==> config.mk <==
export PLATFORM = sky130hd
export DESIGN_NAME = clk_freq_meter_flat
export DESIGN_NICKNAME = d
export VERILOG_FILES = /design/src/rtl/clk_freq_meter_pkg.sv /design/src/rtl/clk_freq_meter_if.sv /design/src/rtl/sync_edge_det.sv /design/src/rtl/clk_freq_meter.sv /design/src/flat_wrapper.sv
export SDC_FILE = /design/constraint.sdc
export NUM_CORES = 1
export LEC_CHECK = 0
export ABC_AREA = 1
export ABC_CLOCK_PERIOD_IN_PS = 3690
export BUFFER_PORTS_ARGS = -buffer_cell sky130_fd_sc_hd__buf_2
export CELL_PAD_IN_SITES_DETAIL_PLACEMENT = 0
export CELL_PAD_IN_SITES_GLOBAL_PLACEMENT = 1
export CORE_MARGIN = 2
export CORE_UTILIZATION = 40
export DETAILED_ROUTE_END_ITERATION = 7
export MAX_ROUTING_LAYER = met4
export PLACE_DENSITY = 0.8
export SYNTH_ARGS = -nofsm -noshare
export SYNTH_HDL_FRONTEND = slang
export SYNTH_SLANG_ARGS = --single-unit
==> constraint.sdc <==
create_clock -name clk -period 3.69 [get_ports clk]
set_input_delay 1.107 -clock clk [delete_from_list [all_inputs] [get_ports clk]]
set_output_delay 1.107 -clock clk [all_outputs]
set_load 0.01 [all_outputs]
==> src/rtl/clk_freq_meter_pkg.sv <==
// Shared definitions for the clock frequency meter: FSM encoding and the default gate length.
package clk_freq_meter_pkg;

    typedef enum logic [1:0] {
        StIdle = 2'd0,
        StGate = 2'd1,
        StDone = 2'd2
    } meter_state_e;

    // 1 s window at a 100 MHz system clock, so the count reads directly in Hz
    localparam int unsigned GATE_CYCLES_DFLT = 100000000;
    localparam int unsigned CNT_W_DFLT       = 32;

endpackage

==> src/rtl/clk_freq_meter_if.sv <==
// Request/result bundle of the frequency meter; master is the requester, slave is the meter.
interface clk_freq_meter_if #(
    parameter int unsigned CNT_W = 32
);
    logic             start;
    logic             cont;
    logic [CNT_W-1:0] freq;
    logic             freq_valid;
    logic             busy;
    logic             overflow;

    modport master (
        output start, cont,
        input  freq, freq_valid, busy, overflow
    );

    modport slave (
        input  start, cont,
        output freq, freq_valid, busy, overflow
    );
endinterface

==> src/rtl/sync_edge_det.sv <==
// Two-flop synchronizer with a delay flop; emits a one-cycle pulse on each synchronized rise.
module sync_edge_det (
    input  logic clk,
    input  logic rst,
    input  logic d_i,
    output logic rise_o
);
    logic s1_q, s2_q, s3_q;

    always_ff @(posedge clk or posedge rst) begin
        if (rst) begin
            s1_q <= 1'b0;
            s2_q <= 1'b0;
            s3_q <= 1'b0;
        end else begin
            s1_q <= d_i;
            s2_q <= s1_q;
            s3_q <= s2_q;
        end
    end

    assign rise_o = s2_q & ~s3_q;

endmodule

==> src/rtl/clk_freq_meter.sv <==
// Counts rising edges of an asynchronous input over a fixed window of system clock cycles.
module clk_freq_meter
    import clk_freq_meter_pkg::*;
#(
    parameter int unsigned GATE_CYCLES = GATE_CYCLES_DFLT,
    parameter int unsigned CNT_W       = CNT_W_DFLT
) (
    input  logic             clk,
    input  logic             rst,
    input  logic             sig_in_i,
    clk_freq_meter_if.slave  meas_if
);
    localparam int unsigned GW = (GATE_CYCLES > 1) ? $clog2(GATE_CYCLES) : 1;
    localparam logic [GW-1:0]    GateLoad = GW'(GATE_CYCLES - 1);
    localparam logic [CNT_W-1:0] CntMax   = '1;

    meter_state_e     state_q, state_d;
    logic [GW-1:0]    gate_cnt_q, gate_cnt_d;
    logic [CNT_W-1:0] edge_cnt_q, edge_cnt_d;
    logic             sat_q, sat_d;
    logic [CNT_W-1:0] freq_q, freq_d;
    logic             ovf_q, ovf_d;
    logic             edge_pulse;
    logic             load;

    sync_edge_det u_sync (
        .clk    (clk),
        .rst    (rst),
        .d_i    (sig_in_i),
        .rise_o (edge_pulse)
    );

    always_comb begin
        state_d    = state_q;
        gate_cnt_d = gate_cnt_q;
        edge_cnt_d = edge_cnt_q;
        sat_d      = sat_q;
        freq_d     = freq_q;
        ovf_d      = ovf_q;
        load       = 1'b0;

        unique case (state_q)
            StIdle: load = meas_if.start | meas_if.cont;
            StGate: begin
                gate_cnt_d = gate_cnt_q - 1'b1;
                if (edge_pulse && (edge_cnt_q != CntMax)) begin
                    edge_cnt_d = edge_cnt_q + 1'b1;
                    if (edge_cnt_d == CntMax) sat_d = 1'b1;
                end
                // Capture on the last gate cycle so freq is already valid during DONE
                if (gate_cnt_q == '0) begin
                    state_d = StDone;
                    freq_d  = edge_cnt_d;
                    ovf_d   = sat_d;
                end
            end
            StDone: begin
                state_d = StIdle;
                load    = meas_if.cont;
            end
            default: state_d = StIdle;
        endcase

        if (load) begin
            state_d    = StGate;
            gate_cnt_d = GateLoad;
            edge_cnt_d = '0;
            sat_d      = 1'b0;
        end
    end

    always_ff @(posedge clk or posedge rst) begin
        if (rst) begin
            state_q    <= StIdle;
            gate_cnt_q <= '0;
            edge_cnt_q <= '0;
            sat_q      <= 1'b0;
            freq_q     <= '0;
            ovf_q      <= 1'b0;
        end else begin
            state_q    <= state_d;
            gate_cnt_q <= gate_cnt_d;
            edge_cnt_q <= edge_cnt_d;
            sat_q      <= sat_d;
            freq_q     <= freq_d;
            ovf_q      <= ovf_d;
        end
    end

    assign meas_if.freq       = freq_q;
    assign meas_if.overflow   = ovf_q;
    assign meas_if.freq_valid = (state_q == StDone);
    assign meas_if.busy       = (state_q == StGate);

endmodule

==> src/flat_wrapper.sv <==
// flat-port wrapper written by rule: the top's interface ports become plain ports
module clk_freq_meter_flat import clk_freq_meter_pkg::*;
#(
    parameter int unsigned GATE_CYCLES = GATE_CYCLES_DFLT,
    parameter int unsigned CNT_W       = CNT_W_DFLT
)
  (clk, rst, sig_in_i, meas_if_start, meas_if_cont, meas_if_freq, meas_if_freq_valid, meas_if_busy, meas_if_overflow);
  clk_freq_meter_if #(.CNT_W(CNT_W)) meas_if_i ();
  input  logic clk;
  input  logic rst;
  input  logic sig_in_i;
  input wire logic [$bits(meas_if_i.start)-1:0] meas_if_start;
  input wire logic [$bits(meas_if_i.cont)-1:0] meas_if_cont;
  output wire logic [$bits(meas_if_i.freq)-1:0] meas_if_freq;
  output wire logic [$bits(meas_if_i.freq_valid)-1:0] meas_if_freq_valid;
  output wire logic [$bits(meas_if_i.busy)-1:0] meas_if_busy;
  output wire logic [$bits(meas_if_i.overflow)-1:0] meas_if_overflow;
  assign meas_if_i.start = meas_if_start;
  assign meas_if_i.cont = meas_if_cont;
  assign meas_if_freq = meas_if_i.freq;
  assign meas_if_freq_valid = meas_if_i.freq_valid;
  assign meas_if_busy = meas_if_i.busy;
  assign meas_if_overflow = meas_if_i.overflow;
  clk_freq_meter #(.GATE_CYCLES(GATE_CYCLES), .CNT_W(CNT_W)) u_core (.clk(clk), .rst(rst), .sig_in_i(sig_in_i), .meas_if(meas_if_i));
endmodule
# Word level (Yosys, flattened, before mapping)
# Index checks and enable logic that the tools add are counted.
dict set report totals {
  reg_bits 98
  romBits 0
  out_inout_bits 35
  ramBits 0
  in_bits 5
  memories 0
  latch_bits 0
  wordCells 39
}
dict set report op_classes {
  div_mod_pow 0
  n_bitwise 3
  add_sub_neg 2
  mux 13
  n_shift 0
  n_reduce_logical 6
  eq_ne 6
  n_lt_le_gt_ge 0
  n_mul 0
}
# cell count
set op_table {}
lappend op_table {{$mux W32} 3}
lappend op_table {{$mux W27} 2}
lappend op_table {{$add A32 B1 Y32 const B} 1}
lappend op_table {{$eq A32 B32 Y1 const B} 1}
lappend op_table {{$ne A32 B32 Y1 const B} 1}
lappend op_table {{$logic_not A27 Y1} 1}
lappend op_table {{$sub A27 B1 Y27 const B} 1}
lappend op_table {{$mux W1} 4}
lappend op_table {{$mux W2} 2}
lappend op_table {{$pmux W2 S2} 1}
lappend op_table {{$reduce_and A2 Y1} 2}
lappend op_table {{$ne A3 B1 Y1 const B} 1}
lappend op_table {{$eq A2 B1 Y1 const B} 1}
lappend op_table {{$eq A2 B2 Y1 const B} 1}
lappend op_table {{$logic_not A2 Y1} 1}
lappend op_table {{$ne A2 B1 Y1 const B} 1}
lappend op_table {{$pmux W1 S2} 1}
lappend op_table {{$reduce_bool A2 Y1} 1}
lappend op_table {{$and A1 B1 Y1} 1}
lappend op_table {{$logic_and A1 B1 Y1} 1}
lappend op_table {{$not A1 Y1} 1}
lappend op_table {{$or A1 B1 Y1} 1}

# Logic depth before layout (Yosys ltp)
# Gate-level depths: netlist (run 1).
dict set report depth {
  word_depth 6
  ltp_mapped 15
  mapped_depth_nobuf 15
}

# Cells and area by module
# A second synthesis (run 1) with hierarchy kept.
dict set report hier_totals {
  cells_unflattened 739
  area_unflattened_um2 5512.8
}
# module n_inst area_per_inst_um2 cells_per_inst
set by_module_without_submodules {}
lappend by_module_without_submodules {clk_freq_meter 1 5424.0 733}
lappend by_module_without_submodules {sync_edge_det 1 88.8 6}

# Least setup slack after synthesis (run 1)
# OpenSTA, ideal clock, no wires.
dict set report synth_path {
  kind {input to register}
  startpoint {input port meas_if_cont}
  endpoint {register u_core.gate_cnt_q[15]}
  cell_stages 11
  path_slack_ns 1.465
  arrival_ns 2.149
  path_buffers 0
  required_ns 3.614
  cell_sequence {o211ai_1 -> nand2_1 -> nor2_1 -> inv_2 -> nand2_1 -> nor2_1 -> inv_1 -> nor2_1 -> nand2_1 -> a21oi_1 -> o21ai_1}
}
dict set report synth_between {
  elab_chain_len 3
  word_cells_on_any_way 4
}
# item line
set synth_rtl {}
lappend synth_rtl {{from (decl)} flat_wrapper.sv:13} ;# input wire logic [$bits(meas_if_i.cont)-1:0] meas_if_cont;
lappend synth_rtl {{$or A1 B1 Y1} clk_freq_meter.sv:43} ;# StIdle: load = meas_if.start | meas_if.cont;
lappend synth_rtl {{$pmux W1 S2 *} clk_freq_meter.sv:42} ;# unique case (state_q)
lappend synth_rtl {{$mux W27 / $reduce_bool A2 Y1 (equally long branches)} -}
lappend synth_rtl {{to (signal assigned)} clk_freq_meter.sv:82} ;# gate_cnt_q <= gate_cnt_d;
lappend synth_rtl {{to (decl)} clk_freq_meter.sv:18} ;# logic [GW-1:0] gate_cnt_q, gate_cnt_d;
# Every way passes the cells marked *; elsewhere a longest branch is shown, timed or not.
# A chain may end at the register's enable or synchronous reset.

# Worst setup path after layout (run 1)
dict set report layout_path {
  startpoint {register u_core.edge_cnt_q[1]}
  endpoint {register u_core.freq_q[26], in the netlist u_core.meas_if.freq[26]}
}
dict set report layout_between {
  elab_chain_len 3
  word_cells_on_any_way 4
}
# item line
set layout_rtl {}
lappend layout_rtl {{from (decl)} clk_freq_meter.sv:19} ;# logic [CNT_W-1:0] edge_cnt_q, edge_cnt_d;
lappend layout_rtl {{from (signal assigned)} clk_freq_meter.sv:83} ;# edge_cnt_q <= edge_cnt_d;
lappend layout_rtl {{branches (longest 2 deep; another with $add A32 B1 Y32)} -}
lappend layout_rtl {{$mux W32 *} clk_freq_meter.sv:46} ;# if (edge_pulse && (edge_cnt_q != CntMax)) begin
lappend layout_rtl {{to (signal assigned)} clk_freq_meter.sv:85} ;# freq_q <= freq_d;
lappend layout_rtl {{to (decl)} clk_freq_meter.sv:21} ;# logic [CNT_W-1:0] freq_q, freq_d;
# Mark *: on every way between the ends.

==> summary.txt, run 1 <==
Status
  • Status: finished, final reports clean

Final layout
  • Most common cell after layout, fill and taps aside: nand2_1
  • FF/Latch Area: 2452 um^2
  • Area growth, synth to finish: 12.60%
  • Fin nets: 773
  • Post-layout util: 0.4572
  • Fillers: 1355
  • Layout Cells excl Fill: 946
  • Antenna cells: 0
  • Most frequent cells in the layout: nand2_1 (223), dfrtp_1 (98), nor2_1 (88)
  • Layout cells sized above 1: 0.1091
  • Footprint of the multi-input gates: 2482 um^2

Synthesis
  • Complex-gate fraction of the synthesized area: 0.1437
  • Synth Instances: 728
  • YS warnings: 0
  • #FFs+latches synth: 98
  • Largest cells by area after synthesis: dfrtp_1 (46%), nand2_1 (16%), nor2_1 (6.2%)
  • Mux contribution to synthesized area: 0
  • Xor/xnor share of the synthesized area: 0.004946
  • Combinational family with the most area after synthesis: simple AND/OR/NAND/NOR gates
  • Share of the synthesized area in the top cell type: 0.4616
  • Post-Synth Adder-Cell Area: 0.007065
  • Simple-gate share of the synthesized area: 0.3111
  • Distinct cell type count after synthesis: 33
  • Post-synth EDFFs: 0
  • Mean Syn Cell Area: 7.298 um^2
  • Main synth FF type: dfrtp_1
  • Syn nets: 736
  • Post-synth top area cell: dfrtp_1
  • Sequential-to-total area share from yosys stat: 0.4616
  • Async SR Flop Fraction: 1.000
  • Area of the mapped netlist: 5313 um^2

Timing
  • Max-slew violations: 0
  • Worst Tran Pin Value: 653.4 ps
  • Slew HR: 0.5644
  • Hold Fails Final Rpt: 0
  • Hold WS: 358.6 ps
  • Final Skew: 6.366 ps
  • Fmax achieved: 0.4085 GHz
  • Period utilisation layout: 0.6634
  • RSZ-0062 raised after global routing: no
  • Final critical-path required period: 2448 ps
  • Final setup violation count: 0
  • Setup TNS Final: 0 ps

Floorplanning
  • IO Pins: 40
  • Die Ht: 119.2 um
  • Die width: 119.2 um
  • Placement row count: 42
  • Initial core utilization: 0.4060
  • DIE AREA: 14220 um^2
  • Core ar.: 13090 um^2

Worst hold path
  • HP Start: u_core.u_sync.s1_q
  • Worst hold stages: 0
  • Hold path endpoint: u_core.u_sync.s2_q
  • HP Class: reg -> reg

Worst setup path
  • Slowest stage delay, CP: 450 ps
  • Critical path capture point type: register
  • R2r endpoint: u_core.meas_if.freq[26]
  • FF-to-FF setup slack: 1240 ps
  • Launch point of the worst reg-to-reg path: u_core.edge_cnt_q[1]
  • WS Path Type: reg -> reg
  • Crit path required time: 3900 ps
  • Critical path cell sequence: ha_1, nand2_1, nor2_4, nand2_2, nor2_4, nand2_2, nand3_4, inv_2, o21ai_1, o21ai_0
  • FF-to-FF path depth: 10
  • Kind of launch point of the worst setup path: register
  • CP max FO: 36
  • Crit-path slowest cell: dfrtp_1
  • WP data arrival: 2660 ps

Global routing
  • Grt ovf: 0
  • Vias in the first global route: 4621
  • Largest net degree at the start of global routing: 51
  • Initial antenna violation count: 0
  • Total track usage: 0.2093
  • Global-route wire length before repair: 22880 um

Placed design
  • I/O Buffers: 39
  • Routability cong.: 0.9218
  • HPWL after detailed placement: 9782 um
  • Dpl cells: 930

Power and ir drop
  • VDD IR max: 219.2 uV
  • Static Leakage: 3.372 nW
  • Power, Total: 2.039 mW
  • P per Cell Area: 340.9 nW/um^2

Detailed routing
  • Post-route DRC: 0
  • Routed Antenna Nets: 0
  • Drt via density: 5.124
  • Iteration-0 DRC count of the detailed router: 359
  • DRT Wirelength: 13730 um
  • DRT Pass-1 Iters: 7
  • Drt wl/cell: 14.51 um
  • Via count: 4847

Clocking
  • Hold_buf cts: 0
  • Cts bufs inserted: 9
  • Max clock buf depth: 2
  • CTS root buf: clkbuf_16
  • Setup Buffers After CTS: 0
  • CTS tree: done
  • # H-tree levels: 3
  • Sinks on Clock Net: 98
  • Insertion delay of the later-clocked pin in the worst-skew pair: 350 ps
  • CTS-repair resized insts: 0
  • Worst-path clk slew: 70 ps

Job
  • Max-Cap Viols: 0
## worst max-delay path by stage
| stage | startpoint | end | slack, ps | cells past startpoint |
|---|---|---|---|---|
| 6_report | u_core.edge_cnt_q[1] | u_core.meas_if.freq[26] | 1240 | 10 |
| 5_1_grt | u_core.gate_cnt_q[0] | u_core.meas_if.overflow | 960 | 11 |
| 4_1_cts | u_core.edge_cnt_q[1] | u_core.meas_if.freq[26] | 1210 | 10 |
| 3_5_place_dp | meas_if_cont | u_core.gate_cnt_q[15] | 1030 | 12 |
| 3_3_place_gp | meas_if_cont | u_core.gate_cnt_q[15] | 1070 | 12 |
| 2_1_floorplan | rst | u_core.edge_cnt_q[0] | 20 | 1 |
## metal layers
layer  track usage  part of all wire  up-vias
li1              -                 -     2445
met1        0.2876              0.50     2288
met2        0.3154              0.44       96
met3       0.04406             0.038       18
met4       0.05729             0.015        0
met5             -                 0        -
## through the flow
step / cell area (um^2) / setup slack (ps)
2_1_floorplan: 5313 / 20.93
3_3_place_gp: 5695 / 1067
3_5_place_dp: 5695 / 1027
4_1_cts: 5982 / 1215
5_1_grt: 5982 / 959.5
6_report: 5982 / 1242
## cell type report
| cell class | count | share of cell area |
|---|---|---|
| Timing Repair Buffer | 47 | 0.04476 |
| Clock inverter | 6 | 0.009621 |
| Clock buffer | 10 | 0.03828 |
| Inverter | 72 | 0.04560 |
| Sequential cell | 98 | 0.4100 |
| Tap cell | 176 | 0.03681 |
| Multi-Input combinational cell | 537 | 0.4150 |
## cell families (layout without fill, tap and decap cells)
| group | count (synthesis) | count (layout) |
|---|---|---|
| xor gates and xnor gates | 3 | 3 |
| DFF | 98 | 98 |
| AOI/OAI and AO/OA | 141 | 141 |
| buffers and inverters | 93 | 135 |
| and+or+nand+nor | 390 | 390 |
| adders and majority gates | 3 | 3 |
## power by group
group,internal (mW),switching [mW]
Combinational,0.00464,0.0228
Sequential,1.08,0.000835
Clock,0.521,0.414
## state kept, by name (all words and copies together) (netlist names)
name and count:
u_core.state_q 2, u_core.sat_q 1, u_core.meas_if.overflow 1, u_core.u_sync.s3_q 1, u_core.u_sync.s2_q 1, u_core.u_sync.s1_q 1
u_core.edge_cnt_q 32, u_core.meas_if.freq 32, u_core.gate_cnt_q 27
## critical path, delay by kind of cell (launching register included)
kind / cells / cell delay, ps
AO/OA/AOI/OAI: 2 / 470
AND/OR/NAND/NOR: 6 / 860
buffers and inverters: 1 / 270
adder cells (fa/ha/maj): 1 / 240
flip-flops: 1 / 450
## synth_stat cells, types with 5 or more instances
cell / count
a21oi_1: 19
buf_2: 7
clkbuf_1: 11
dfrtp_1: 98
inv_1: 70
nand2_1: 224
nand3_1: 40
nand4_1: 6
nor2_1: 88
nor2_2: 5
nor2_4: 5
nor3_1: 7
o21ai_0: 39
o21ai_1: 44
o22ai_1: 31
(Power assumes the default switching activity.)
==> run 2: changes to the inputs <==
ABC_CLOCK_PERIOD_IN_PS = 2500   (was 3690)
CORE_UTILIZATION = 44   (was 40)
PLACE_DENSITY = 0.83   (was 0.8)
clock period = 2.5 ns   (was 3.69 ns; I/O delays follow)
==> summary.txt, run 2 (synthesized netlist as in run 1, its figures left out) <==
Power and ir drop
  • Static Leakage: 3.409 nW (was 3.372 nW)
  • Share of power burned in registers: 0.492 (was 0.528)
  • Clock power share: 0.496 (was 0.459)
  • P per Cell Area: 535.2 nW/um^2 (was 340.9 nW/um^2)
  • Switch share: 0.2038 (was 0.2148)
  • P_int: 2.571 mW (was 1.601 mW)
  • Power, Total: 3.230 mW (was 2.039 mW)
  • Logic gate share of total power: 0.012 (was 0.013)
  • Switch Pwr: 658.3 uW (was 438.0 uW)
  • VDD IR max: 300.0 uV (was 219.2 uV)

Final layout
  • Layout cells sized above 1: 0.1151 (was 0.1091)
  • Fillers: 1208 (was 1355)
  • Most frequent cells in the layout: nand2_1 (223), dfrtp_1 (98), nor2_1 (88) (unchanged)
  • Area growth, synth to finish: 13.59% (was 12.60%)
  • Most common cell after layout, fill and taps aside: nand2_1 (unchanged)
  • Antenna cells: 0 (unchanged)
  • Fin nets: 776 (was 773)

Timing
  • Fmax achieved: 0.4379 GHz (was 0.4085 GHz)
  • Worst Tran Pin Value: 624.8 ps (was 653.4 ps)
  • RSZ-0062 raised after global routing: no (unchanged)
  • Hold Fails Final Rpt: 0 (unchanged)
  • Max-slew violations: 0 (unchanged)
  • Slew HR: 0.5835 (was 0.5644)
  • Period utilisation layout: 0.9135 (was 0.6634)
  • Final Skew: 6.253 ps (was 6.366 ps)
  • Setup TNS Final: 0 ps (unchanged)
  • Final setup violation count: 0 (unchanged)
  • Final critical-path required period: 2284 ps (was 2448 ps)

Worst setup path
  • Critical path cell sequence: ha_1, nand2_1, nor2_4, nand2_2, nor2_4, nand2_2, nand3_4, inv_4, o21ai_1, o21ai_0 (was ha_1, nand2_1, nor2_4, nand2_2, nor2_4, nand2_2, nand3_4, inv_2, o21ai_1, o21ai_0)
  • R2r endpoint: u_core.meas_if.freq[22] (was u_core.meas_if.freq[26])
  • WS Path Type: reg -> reg (unchanged)
  • CP max FO: 36 (unchanged)
  • Kind of launch point of the worst setup path: register (unchanged)
  • Crit path required time: 2700 ps (was 3900 ps)
  • Crit-path slowest cell: dfrtp_1 (unchanged)
  • FF-to-FF setup slack: 220 ps (was 1240 ps)
  • Slowest stage delay, CP: 430 ps (was 450 ps)
  • Worst Setup SP: u_core.edge_cnt_q[1] (unchanged)
  • FF-to-FF path depth: 10 (unchanged)
  • Critical path endpoint: u_core.meas_if.freq[22] (was u_core.meas_if.freq[26])
  • WP data arrival: 2480 ps (was 2660 ps)
  • Launch point of the worst reg-to-reg path: u_core.edge_cnt_q[1] (unchanged)
  • Critical path capture point type: register (unchanged)

Floorplanning
  • Initial core utilization: 0.4460 (was 0.4060)
  • Die width: 113.9 um (was 119.2 um)
  • Placement row count: 40 (was 42)
  • DIE AREA: 12970 um^2 (was 14220 um^2)
  • Die Ht: 113.9 um (was 119.2 um)
  • Core ar.: 11910 um^2 (was 13090 um^2)
  • IO Pins: 40 (unchanged)

Placed design
  • HPWL after detailed placement: 9801 um (was 9782 um)
  • I/O Buffers: 39 (unchanged)
  • Routability cong.: 0.9087 (was 0.9218)

Clocking
  • CTS-repair resized insts: 0 (unchanged)
  • Insertion delay of the later-clocked pin in the worst-skew pair: 350 ps (about the same)
  • # H-tree levels: 3 (unchanged)
  • Hold_buf cts: 0 (unchanged)
  • Sinks on Clock Net: 98 (unchanged)
  • Worst-path clk slew: 70 ps (about the same)
  • Setup Buffers After CTS: 0 (unchanged)
  • CTS root buf: clkbuf_16 (unchanged)
  • CTS tree: done (unchanged)
  • Max clock buf depth: 2 (unchanged)
  • Cts bufs inserted: 9 (unchanged)

Global routing
  • Global-route wire length before repair: 23320 um (was 22880 um)
  • Total track usage: 0.2355 (was 0.2093)
  • Largest net degree at the start of global routing: 99 (was 51)
  • Vias in the first global route: 4613 (was 4621)
  • Initial antenna violation count: 0 (unchanged)
  • Grt ovf: 0 (unchanged)

Detailed routing
  • DRT Wirelength: 13940 um (was 13730 um)
  • Drt wl/cell: 15.15 um (was 14.51 um)
  • Post-route DRC: 0 (unchanged)
  • DRT Pass-1 Iters: 5 (was 7)
  • Drt via density: 5.299 (was 5.124)
  • Iteration-0 DRC count of the detailed router: 299 (was 359)
  • Routed Antenna Nets: 0 (unchanged)
  • Via count: 4875 (was 4847)

Worst hold path
  • HP Class: reg -> reg (unchanged)

Status
  • Status: finished, final reports clean (unchanged)

Job
  • Max-Cap Viols: 0 (unchanged)
## run 2: how the worst min path moves through the flow
stage / from / end / slack [ps] / cells after the start
after floorplan: u_core.u_sync.s1_q / u_core.u_sync.s2_q / 330 / 0
after global placement: u_core.u_sync.s1_q / u_core.u_sync.s2_q / 330 / 0
after detailed placement: u_core.u_sync.s1_q / u_core.u_sync.s2_q / 330 / 0
after CTS: u_core.u_sync.s1_q / u_core.u_sync.s2_q / 350 / 0
after global routing: u_core.u_sync.s1_q / u_core.u_sync.s2_q / 370 / 0
final: u_core.u_sync.s1_q / u_core.u_sync.s2_q / 350 / 0
## run 2: worst max-delay path: cells and delay by family (launching register included)
family / cells / cell delay, ps
AND/OR/NAND/NOR: 6 / 860
flip-flops: 1 / 430
AO/OA/AOI/OAI: 2 / 430
adder cells (fa/ha/maj): 1 / 230
buffers and inverters: 1 / 170
## run 2: per-layer routing
metal  part of all wire  GRT usage
met1               0.50     0.3398
met2               0.45     0.3481
met3              0.039    0.02550
met4              0.011    0.07886
met5                  0          -
## run 2: cell type report
type	instances	area, um^2	share of cell area
Sequential cell	98	2452	0.4064
Clock buffer	9	225.2	0.03732
Timing Repair Buffer	50	294.0	0.04872
Multi-Input combinational cell	537	2486	0.4120
Clock inverter	7	116.4	0.01928
Tap cell	147	183.9	0.03048
Inverter	72	276.5	0.04582
## run 2: metrics by stage
step                      instances  hold slack [ps]    util  area (um^2)  setup WS [ps]
after floorplan                 728            331.2       -         5316          588.4
after global placement          904            334.6  0.4771         5683          143.3
after detailed placement        904            334.7  0.4771         5683          116.7
after CTS                       920            350.7  0.5058         6025          75.01
after global routing            920            371.8  0.5066         6035          31.78
final                           920            349.1  0.5066         6035          216.3
## run 2: power by group through the flow
stage | registers (mW) | logic [mW] | clock network (mW)
finish | 1.59 | 0.0389 | 1.60
global route | 1.59 | 0.0470 | 1.70
CTS | 1.59 | 0.0421 | 1.64
detailed placement | 1.62 | 0.0418 | 0
global placement | 1.62 | 0.0416 | 0
floorplan | 1.62 | 0.0241 | 0
